==> src/rtl/lsu_pkg.sv <==
// Shared definitions for the load/store alignment unit: RV32 funct3 codes,
// access-size decode and the split-access state encoding.
package lsu_pkg;

    localparam logic [2:0] F3_B  = 3'b000;
    localparam logic [2:0] F3_H  = 3'b001;
    localparam logic [2:0] F3_W  = 3'b010;
    localparam logic [2:0] F3_BU = 3'b100;
    localparam logic [2:0] F3_HU = 3'b101;

    // IDLE handles aligned accesses and the first half of a split;
    // SECOND issues the word that follows a boundary-crossing access.
    typedef enum logic {
        IDLE   = 1'b0,
        SECOND = 1'b1
    } state_t;

    // size is the access width in bytes (1, 2 or 4).
    typedef struct packed {
        logic [2:0] size;
        logic       is_signed;
        logic       legal;
    } size_info_t;

    // Unsigned byte/half codes exist only for loads; a store using them is illegal.
    function automatic size_info_t decode_size(input logic [2:0] funct3,
                                               input logic       is_store);
        size_info_t info;
        info = '{size: 3'd4, is_signed: 1'b0, legal: 1'b0};
        case (funct3)
            F3_B:    info = '{size: 3'd1, is_signed: 1'b1, legal: 1'b1};
            F3_H:    info = '{size: 3'd2, is_signed: 1'b1, legal: 1'b1};
            F3_W:    info = '{size: 3'd4, is_signed: 1'b0, legal: 1'b1};
            F3_BU:   info = '{size: 3'd1, is_signed: 1'b0, legal: !is_store};
            F3_HU:   info = '{size: 3'd2, is_signed: 1'b0, legal: !is_store};
            default: info = '{size: 3'd4, is_signed: 1'b0, legal: 1'b0};
        endcase
        return info;
    endfunction

endpackage

==> src/rtl/lsu_lane_fmt.sv <==
// Byte-lane formatting for the alignment unit. Stores: 64-bit lane-shifted
// data vector and 8-bit byte mask spanning two words. Loads: extract from a
// two-word window, truncate to the access size and sign/zero-extend.
module lsu_lane_fmt
    import lsu_pkg::*;
(
    input  logic [31:0] wdata,
    input  logic [1:0]  offset,
    input  logic [2:0]  size,
    input  logic        is_signed,
    input  logic [31:0] lo_word,
    input  logic [31:0] hi_word,
    output logic [63:0] st_vec,
    output logic [7:0]  st_mask,
    output logic [31:0] ld_data
);

    logic [7:0]  base_mask;
    logic [63:0] ld_window;

    // Store side: shift data and mask up to the byte offset within the word pair.
    always_comb begin
        case (size)
            3'd1:    base_mask = 8'h01;
            3'd2:    base_mask = 8'h03;
            default: base_mask = 8'h0F;
        endcase
        st_vec  = {32'h0, wdata} << {offset, 3'b000};
        st_mask = base_mask << offset;
    end

    // Load side: right-justify the addressed bytes, then truncate and extend.
    always_comb begin
        ld_window = {hi_word, lo_word} >> {offset, 3'b000};
        case (size)
            3'd1:    ld_data = {{24{is_signed & ld_window[7]}},  ld_window[7:0]};
            3'd2:    ld_data = {{16{is_signed & ld_window[15]}}, ld_window[15:0]};
            default: ld_data = ld_window[31:0];
        endcase
    end

endmodule

==> src/rtl/lsu_align.sv <==
// Load/store alignment unit between the CPU datapath and a word-organised RAM.
// Aligned accesses complete combinationally; word-crossing accesses take two
// RAM cycles with a one-cycle CPU stall, or are flagged when not allowed.
module lsu_align
    import lsu_pkg::*;
#(
    parameter bit ALLOW_MISALIGNED = 1'b1,
    parameter int CNT_WIDTH        = 32
) (
    input  logic                 clk,
    input  logic                 rst_n,
    input  logic                 req_valid,
    input  logic                 req_we,
    input  logic [2:0]           req_funct3,
    input  logic [31:0]          req_addr,
    input  logic [31:0]          req_wdata,
    output logic                 stall,
    output logic                 resp_valid,
    output logic [31:0]          resp_rdata,
    output logic                 err,
    output logic [CNT_WIDTH-1:0] split_count,
    output logic [31:0]          mem_addr,
    output logic [31:0]          mem_wdata,
    output logic [3:0]           mem_wenable,
    input  logic [31:0]          mem_rdata
);

    state_t      state;
    state_t      next_state;
    logic [31:0] saved_lo;
    logic        capture_lo;
    logic        count_en;

    size_info_t  info;
    logic        crossing;
    logic [31:0] word_addr;
    logic [31:0] lo_word;
    logic [31:0] hi_word;
    logic [63:0] st_vec;
    logic [7:0]  st_mask;

    assign info      = decode_size(req_funct3, req_we);
    assign crossing  = ({1'b0, req_addr[1:0]} + info.size) > 3'd4;
    assign word_addr = {req_addr[31:2], 2'b00};

    lsu_lane_fmt u_lane_fmt (
        .wdata     (req_wdata),
        .offset    (req_addr[1:0]),
        .size      (info.size),
        .is_signed (info.is_signed),
        .lo_word   (lo_word),
        .hi_word   (hi_word),
        .st_vec    (st_vec),
        .st_mask   (st_mask),
        .ld_data   (resp_rdata)
    );

    // Access sequencing: pick the RAM word, lanes and handshake for this cycle.
    always_comb begin
        // NOTE: every output gets a default before any branch so no path leaves
        // a signal unassigned, which would otherwise infer a latch.
        next_state  = state;
        mem_addr    = word_addr;
        mem_wdata   = 32'h0;
        mem_wenable = 4'b0000;
        stall       = 1'b0;
        resp_valid  = 1'b0;
        err         = 1'b0;
        capture_lo  = 1'b0;
        count_en    = 1'b0;
        lo_word     = mem_rdata;
        hi_word     = 32'h0;

        if (rst_n) begin
            case (state)
                IDLE: begin
                    if (req_valid) begin
                        if (!info.legal || (crossing && !ALLOW_MISALIGNED)) begin
                            err = 1'b1;
                        end else begin
                            if (req_we) begin
                                mem_wenable = st_mask[3:0];
                                mem_wdata   = st_vec[31:0];
                            end
                            if (crossing) begin
                                // First word of a split: hold the CPU, keep the low word.
                                capture_lo = !req_we;
                                stall      = 1'b1;
                                next_state = SECOND;
                            end else begin
                                resp_valid = !req_we;
                            end
                        end
                    end
                end
                SECOND: begin
                    mem_addr   = word_addr + 32'd4;
                    lo_word    = saved_lo;
                    hi_word    = mem_rdata;
                    next_state = IDLE;
                    // Dropping req_valid here abandons the split with no second access.
                    if (req_valid) begin
                        if (req_we) begin
                            mem_wenable = st_mask[7:4];
                            mem_wdata   = st_vec[63:32];
                        end else begin
                            resp_valid = 1'b1;
                        end
                        count_en = 1'b1;
                    end
                end
                default: next_state = IDLE;
            endcase
        end
    end

    // State, low-word capture and split counter.
    always_ff @(posedge clk) begin
        // NOTE: registered state uses non-blocking assignments so every flop
        // samples the pre-edge values regardless of statement order.
        if (!rst_n) begin
            state       <= IDLE;
            saved_lo    <= 32'h0;
            split_count <= '0;
        end else begin
            state <= next_state;
            if (capture_lo) begin
                saved_lo <= mem_rdata;
            end
            if (count_en) begin
                split_count <= split_count + CNT_WIDTH'(1);
            end
        end
    end

endmodule

==> config.mk <==
export PLATFORM = sky130hd
export DESIGN_NAME = lsu_align
export DESIGN_NICKNAME = d
export VERILOG_FILES = /design/src/rtl/lsu_pkg.sv /design/src/rtl/lsu_lane_fmt.sv /design/src/rtl/lsu_align.sv
export SDC_FILE = /design/constraint.sdc
export NUM_CORES = 1
export LEC_CHECK = 0
export ABC_AREA = 1
export BUFFER_PORTS_ARGS = -buffer_cell sky130_fd_sc_hd__buf_2
export CORE_MARGIN = 10
export CORE_UTILIZATION = 25
export CTS_BUF_LIST = sky130_fd_sc_hd__clkbuf_4 sky130_fd_sc_hd__clkbuf_8
export DETAILED_ROUTE_END_ITERATION = 10
export SETUP_SLACK_MARGIN = 0.2
export SLEW_MARGIN = 30
export SYNTH_ARGS = -nofsm -noshare
export SYNTH_HDL_FRONTEND = slang
export SYNTH_SLANG_ARGS = --single-unit
==> constraint.sdc <==
create_clock -name clk -period 3.2 [get_ports clk]
set_clock_uncertainty 0.1 [all_clocks]
set_input_delay 0.64 -clock clk [delete_from_list [all_inputs] [get_ports clk]]
set_output_delay 0.64 -clock clk [all_outputs]
set_load 0.005 [all_outputs]
==> results of run 1 <==
==> registers in the layout, indices dropped and copies added, names as in the netlist <==
signal / cells
saved_lo: 32
split_count: 32
state: 1
==> metrics by stage <==
stage               area, um2  util [%]  total power, W
floorplan                6390         -         0.00117
global placement         7920      31.4         0.00148
detailed placement       7920      31.4         0.00148
CTS                      8200      32.6         0.00226
global route             8260      32.8         0.00237
finish                   8260      32.8         0.00225
==> tightest hold or removal path: stages (launching register included) <==
cell	delay (ps)
dfxtp_1	310
nand2_1	60
a21oi_1	50
==> kinds of logic (layout without fill, tap and decap cells) <==
| logic type | Yosys count | in the layout | share of synthesized area (%) |
|---|---|---|---|
| AND/OR/NAND/NOR | 609 | 609 | 42.0 |
| AO/OA/AOI/OAI | 234 | 234 | 19.8 |
| buffers and inverters | 194 | 422 | 12.9 |
| flip-flops | 65 | 65 | 20.4 |
| XOR/XNOR | 27 | 27 | 3.71 |
| adder cells (fa/ha/maj) | 5 | 5 | 1.10 |
| other | 1 | 3 | 0.0588 |
==> power breakdown <==
part | total [W] | internal, W | leakage (nW) | switching (W)
clock network | 0.000767 | 0.000411 | 0.106 | 0.000356
logic | 0.000662 | 0.000238 | 3.51 | 0.000424
registers | 0.000818 | 0.000814 | 0.525 | 0.00000441
total | 0.00225 | 0.00146 | 4.14 | 0.000784
==> metal layers <==
| layer | share of wire, % | vias to the layer above |
|---|---|---|
| met3 | 8.8 | 47 |
| li1 | - | 4161 |
| met1 | 43 | 3739 |
| met4 | 2.1 | 8 |
| met2 | 46 | 355 |
| met5 | 0.18 | - |
==> area by class of cell <==
class,instances,area [um2],share of cell area [%]
clock inverters,4,51.3,0.621
multi-input cells,877,4310,52.2
clock buffers,12,159,1.92
repair buffers,273,1520,18.4
flip-flops and latches,65,1310,15.8
well taps,330,413,5.00
inverters,133,504,6.10
diodes,1,2.50,0.0303
==> cells in the final DEF (no fill, tap or decap), drive strengths merged <==
| master | n |
|---|---|
| clkinvlp | 2 |
| clkinv | 6 |
| nor3b | 2 |
| inv | 128 |
| o32ai | 1 |
| ha | 4 |
| o2111ai | 1 |
| nand3b | 5 |
| nand3 | 100 |
| diode | 1 |
| bufinv | 1 |
| o22ai | 18 |
| or2 | 6 |
| nor2 | 120 |
| xor2 | 13 |
| o211ai | 8 |
| clkbuf | 12 |
| buf | 272 |
| xnor2 | 14 |
| conb | 2 |
| a31oi | 2 |
| o221ai | 7 |
| nand2 | 329 |
| bufbuf | 1 |
| a211oi | 2 |
| o21a | 3 |
| a21oi | 85 |
| dfxtp | 65 |
| nand4 | 25 |
| fa | 1 |
| o21ai | 107 |
| nor3 | 22 |
==> final timing paths <==
check / start / endpoint / slack, ps / cells after the start
hold reg to reg: saved_lo[4] / saved_lo[4] / 360 / 2
hold / removal: saved_lo[4] / saved_lo[4] / 360 / 2
setup / recovery: req_funct3[0] / stall / 260 / 9
setup reg to reg: state / saved_lo[0] / 1200 / 9
==> repair_timing <==
action	CTS	global route
cloned	1	0
pin swaps	1	1
buffers inserted	1	4
endpoints found under the setup margin	39	43
hold buffers	0	0
endpoints found under the hold margin	0	0
resized for setup	8	14
==> out/metrics.csv, run 1 <==
stage;metric;value;unit
status;status;finished, final reports clean;
clock_network;numCtsBuffers;9;
critical_path;path_cells;buf_2 -> nor2_2 -> ha_1 -> inv_1 -> fa_1 -> nand2_1 -> nand3_4 -> nor3_4 -> buf_2;
sta;setup_tns;0;ps
critical_path;cp_max_fo;3;
clock_network;clk_latency;360;ps
detailed_routing;drt_iter0_drc;742;
final_layout;drive_above_1_share;24.4;%
global_routing;antenna_found_initial;5;
critical_path;cp_slowest_stage_delay;440;ps
clock_network;cts.sinks;65;
place;port_buffers;235;
detailed_routing;drc_errors;0;
detailed_routing;route.vias.total;8310;
final_layout;final_cells;1695;
floorplanning;dieArea;0.0323;mm2
global_routing;grt_busiest_layer;met2;
yosys;yosys-top-cells-area;dfxtp_1 (20%), nand2_1 (19%), o21ai_0 (7.9%), nand3_1 (7.3%), inv_1 (7.3%);
global_routing;grt_pass1_vias;7595;
place;dp_slack;55.0;ps
sta;finalMaxSlewViolations;0;
clock_network;h-tree-depth;3;
clock_network;clkTransAtPathRegs;80;ps
critical_path;worstPathArrival;2200;ps
yosys;synth-main-ff-cell;dfxtp_1;
pwr;p_per_area;272;mW/mm2
floorplanning;coreArea;0.0252;mm2
global_routing;use_met1;21.7;%
yosys;yosysUniqueCellTypes;43;
sta;layout_setup_ws;258;ps
sta;worst_pin_slew;523;ps
yosys;synth-seq-cells;65;
place;gp_congestion;0.941;
clock_network;cts_buffer_depth;2;
sta;max_freq;0.340;GHz
yosys;postSynthAreaPerCell;5.62;um2
yosys;synth_top_cell_by_area;dfxtp_1;
critical_path;worst-path-buf-inv;3;
place;numPlacedInstances;1672;
critical_path;crit_slowest_cell;fa_1;
critical_path;critical_path_class;in2out;
sta;setup_viol;0;
yosys;synth_top_area_share;20.4;%
detailed_routing;routedWlPerCell;17.2;um
critical_path;crit_required;2460;ps
global_routing;grt_max_degree;44;
critical_path;cp_top_family;simple AND/OR/NAND/NOR gates;
sta;relSlewSlack;64.9;%
detailed_routing;antenna_left;0;
job;maxCapViolations;0;
critical_path;crit_path_start_kind;input port;
yosys;yosysMostFrequentCell;nand2_1;
place;dp_hpwl;23.3;mm
yosys;yosysSeqAreaShare;20.4;%
final_layout;fill_cells;2856;
yosys;synth_edf_count;0;
critical_path;crit_path_end_kind;primary output;
critical_path;crit_top_cell;buf_2;
sta;whs;361;ps
yosys;synthCells;1135;
floorplanning;die_h;180;um
global_routing;grt_pass1_wl;44.6;mm
yosys;netlist_top_cells_count;nand2_1 (323), inv_1 (124), nor2_1 (108);
detailed_routing;first_pass_iters;5;
yosys;synthArstFlopShare;0;%
floorplanning;fp.dieW;180;um
sta;final_hold_viol_count;0;
final_layout;layout-area-overhead-vs-synth;29.5;%
detailed_routing;vias_per_cell;4.90;
yosys;netlist_area;0.00638;mm2
worst_hold_path;min_path_type;reg2reg;
floorplanning;start_util;25.3;%
floorplanning;io_pins;238;
sta;post-route-period-util;91.9;%
global_routing;globalRouteOverflowTotal;0;
clock_network;cts_tree;yes;
global_routing;use_met3;4.20;%
yosys;yosysWarnings;0;
final_layout;nets;1467;
sta;rsz0062_at_grt;true;
detailed_routing;routed_wl;29.2;mm
pwr;peakVddDrop;0.151;mV
global_routing;grt_usage;16.9;%
floorplanning;rows;58;
sta;min_period;2940;ps
clock_network;root_buffer;clkbuf_8;
pwr;power_leakage;4.14;nW
global_routing;met2_usage;27.4;%
Power figures use the tool's default switching activity.
==> run 2, diff against run 1 <==
--- a/config.mk
+++ b/config.mk
@@ -8,9 +8,10 @@
 export ABC_AREA = 1
 export BUFFER_PORTS_ARGS = -buffer_cell sky130_fd_sc_hd__buf_2
 export CORE_MARGIN = 10
-export CORE_UTILIZATION = 25
+export CORE_UTILIZATION = 40
 export CTS_BUF_LIST = sky130_fd_sc_hd__clkbuf_4 sky130_fd_sc_hd__clkbuf_8
 export DETAILED_ROUTE_END_ITERATION = 10
+export PLACE_DENSITY = 0.7
 export SETUP_SLACK_MARGIN = 0.2
 export SLEW_MARGIN = 30
 export SYNTH_ARGS = -nofsm -noshare
==> run 2 against run 1 <==
  * Die area shrank 34%
  * Critical path depth is the same
  * Core utilization grew 18 points
  * Via count shrank 1.6%
  * Wire length shrank 15%
  * Flip-flop and latch count is the same
  * Clock power shrank 2.9%
  * Worst setup slack gained 28 ps
  * Non-clock buffer count shrank 8
  * Hold slack gained 0.87 ps
  * Fmax grew 0.95%
  * Critical path type unchanged
  * Largest power group unchanged
==> out/metrics.csv, run 2 (same netlist as run 1, synthesis figures left out) <==
stage;metric;value;unit
detailed_routing;first_pass_iters;6;
floorplanning;rows;46;
critical_path;crit_required;2460;ps
floorplanning;dieArea;0.0214;mm2
global_routing;grt_usage;21.7;%
sta;setup_viol;0;
sta;min_period;2910;ps
floorplanning;io_pins;238;
critical_path;worstPathArrival;2170;ps
clock_network;h-tree-depth;3;
clock_network;cts.sinks;65;
clock_network;clkTransAtPathRegs;70;ps
global_routing;globalRouteOverflowTotal;0;
clock_network;cts_buffer_depth;2;
place;gp_congestion;0.963;
critical_path;r2r_setup_slack;1330;ps
detailed_routing;drt_iter0_drc;850;
worst_hold_path;min_to;saved_lo[22];
pwr;power_leakage;4.10;nW
critical_path;crit_top_cell;buf_2;
clock_network;cts-hold-fix-buffers;0;
critical_path;cp_max_fo;3;
job;maxCapViolations;0;
clock_network;numCtsBuffers;9;
sta;rsz0062_at_grt;true;
critical_path;rr_endpoint;saved_lo[10];
place;dp_hpwl;19.6;mm
critical_path;cp_slowest_stage_delay;460;ps
critical_path;path_cells;buf_2 -> nor2_2 -> ha_1 -> inv_1 -> fa_1 -> nand2_2 -> nand3_4 -> nor3_4 -> buf_2;
pwr;combPwrFrac;28.6;%
worst_hold_path;hp-start;saved_lo[22];
pwr;p_per_area;273;mW/mm2
sta;max_freq;0.343;GHz
detailed_routing;routed_wl;24.8;mm
worst_hold_path;hold_depth;2;
worst_hold_path;min_path_type;reg2reg;
detailed_routing;routedWlPerCell;15.7;um
clock_network;clk_latency;350;ps
critical_path;crit_path_end_kind;primary output;
clock_network;cts_tree;yes;
pwr;total_power;0.00219;W
global_routing;grt_pass1_vias;7518;
detailed_routing;route.vias.total;8174;
floorplanning;coreArea;0.0158;mm2
critical_path;crit_path_start_kind;input port;
final_layout;nets;1459;
critical_path;critical_path_class;in2out;
place;port_buffers;235;
pwr;swShare;35.3;%
pwr;p_sw;0.000773;W
status;status;finished, final reports clean;
detailed_routing;vias_per_cell;5.19;
pwr;pwr-share-seq;37.4;%
global_routing;grt_max_degree;50;
sta;finalMaxSlewViolations;0;
sta;setup_tns;0;ps
sta;relSlewSlack;64.8;%
pwr;clockPowerShare;34.0;%
global_routing;grt_pass1_wl;39.4;mm
final_layout;top_regs;saved_lo: 32 flops, split_count: 32 flops, state: 1 flops;
floorplanning;fp.dieW;146;um
floorplanning;start_util;40.5;%
critical_path;worstReg2RegStart;state;
pwr;peakVddDrop;0.228;mV
pwr;p_int;0.00142;W
final_layout;layout-area-overhead-vs-synth;25.8;%
detailed_routing;antenna_left;0;
floorplanning;die_h;146;um
clock_network;root_buffer;clkbuf_8;
sta;final_hold_viol_count;0;
sta;worst_pin_slew;524;ps
final_layout;layout_commonest_cell;nand2_1;
global_routing;antenna_found_initial;4;
sta;post-route-period-util;91.1;%
final_layout;final_cell_mix;nand2_1 (322), buf_2 (235), inv_1 (123);
detailed_routing;drc_errors;0;
critical_path;worstRegToRegCells;9;
critical_path;crit_slowest_cell;fa_1;
final_layout;drive_above_1_share;23.9;%
-- run 2: cell count changes in the layout (fill, tap and decap cells not counted), moves of 5 or more --
cell	delta
o21ai_0	+5
o21ai_1	-5
buf_4	-7
inv_6	+5
-- run 2: power by group through the flow --
stage / clock [W] / combinational (W) / sequential, W
floorplan: 0 / 0.000339 / 0.000836
global placement: 0 / 0.000604 / 0.000838
detailed placement: 0 / 0.000606 / 0.000838
CTS: 0.000767 / 0.000611 / 0.000819
global route: 0.000800 / 0.000692 / 0.000819
finish: 0.000745 / 0.000627 / 0.000818
-- run 2: layout make-up --
type | instances | area, um2
Timing Repair Buffer | 265 | 1430
Inverter | 133 | 500
Clock buffer | 9 | 124
Clock inverter | 7 | 82.6
Fill cell | 1702 | 7740
Sequential cell | 65 | 1310
Antenna cell | 3 | 7.51
Tap cell | 216 | 270
Multi-Input combinational cell | 877 | 4310
-- run 2: worst max path at each step --
stage / to / startpoint / slack (ps)
final: stall / req_funct3[0] / 290
after global routing: mem_wdata[30] / req_funct3[1] / 150
after CTS: stall / req_funct3[0] / 240
after detailed placement: saved_lo[10] / req_funct3[0] / 140
after global placement: stall / req_funct3[0] / 130
after floorplan: stall / req_addr[1] / 210
-- run 2: critical path, delay by kind of cell --
kind	cells	cell delay, ps
AND/OR/NAND/NOR	4	600
buffers and inverters	3	320
adder cells (fa/ha/maj)	2	610
-- run 2: metrics by stage --
step                      std cells  hold slack [ps]  setup WS [ps]  area [um2]  util, %
after global placement         1555              344            133        7740     49.1
after floorplan                1136              337            212        6390        -
after detailed placement       1555              350            143        7740     49.1
after global routing           1574              385            152        8030     50.9
final                          1575              362            286        8030     50.9
after CTS                      1572              362            236        7960     50.5
-- run 2: routing by layer --
layer | routed length (um) | global-route usage (%) | vias up
met2 | 11300 | 35.7 | 373
met4 | 620 | 6.71 | 0
met3 | 2040 | 3.77 | 42
met1 | 10900 | 28.3 | 3614
met5 | 0 | 0 | -
li1 | - | - | 4145
-- run 2: what timing repair did --
| item | CTS | global route |
|---|---|---|
| endpoints found under the setup margin | 29 | 39 |
| buffers inserted | 1 | 0 |
| resized for setup | 4 | 14 |
| pin swaps | 1 | 2 |
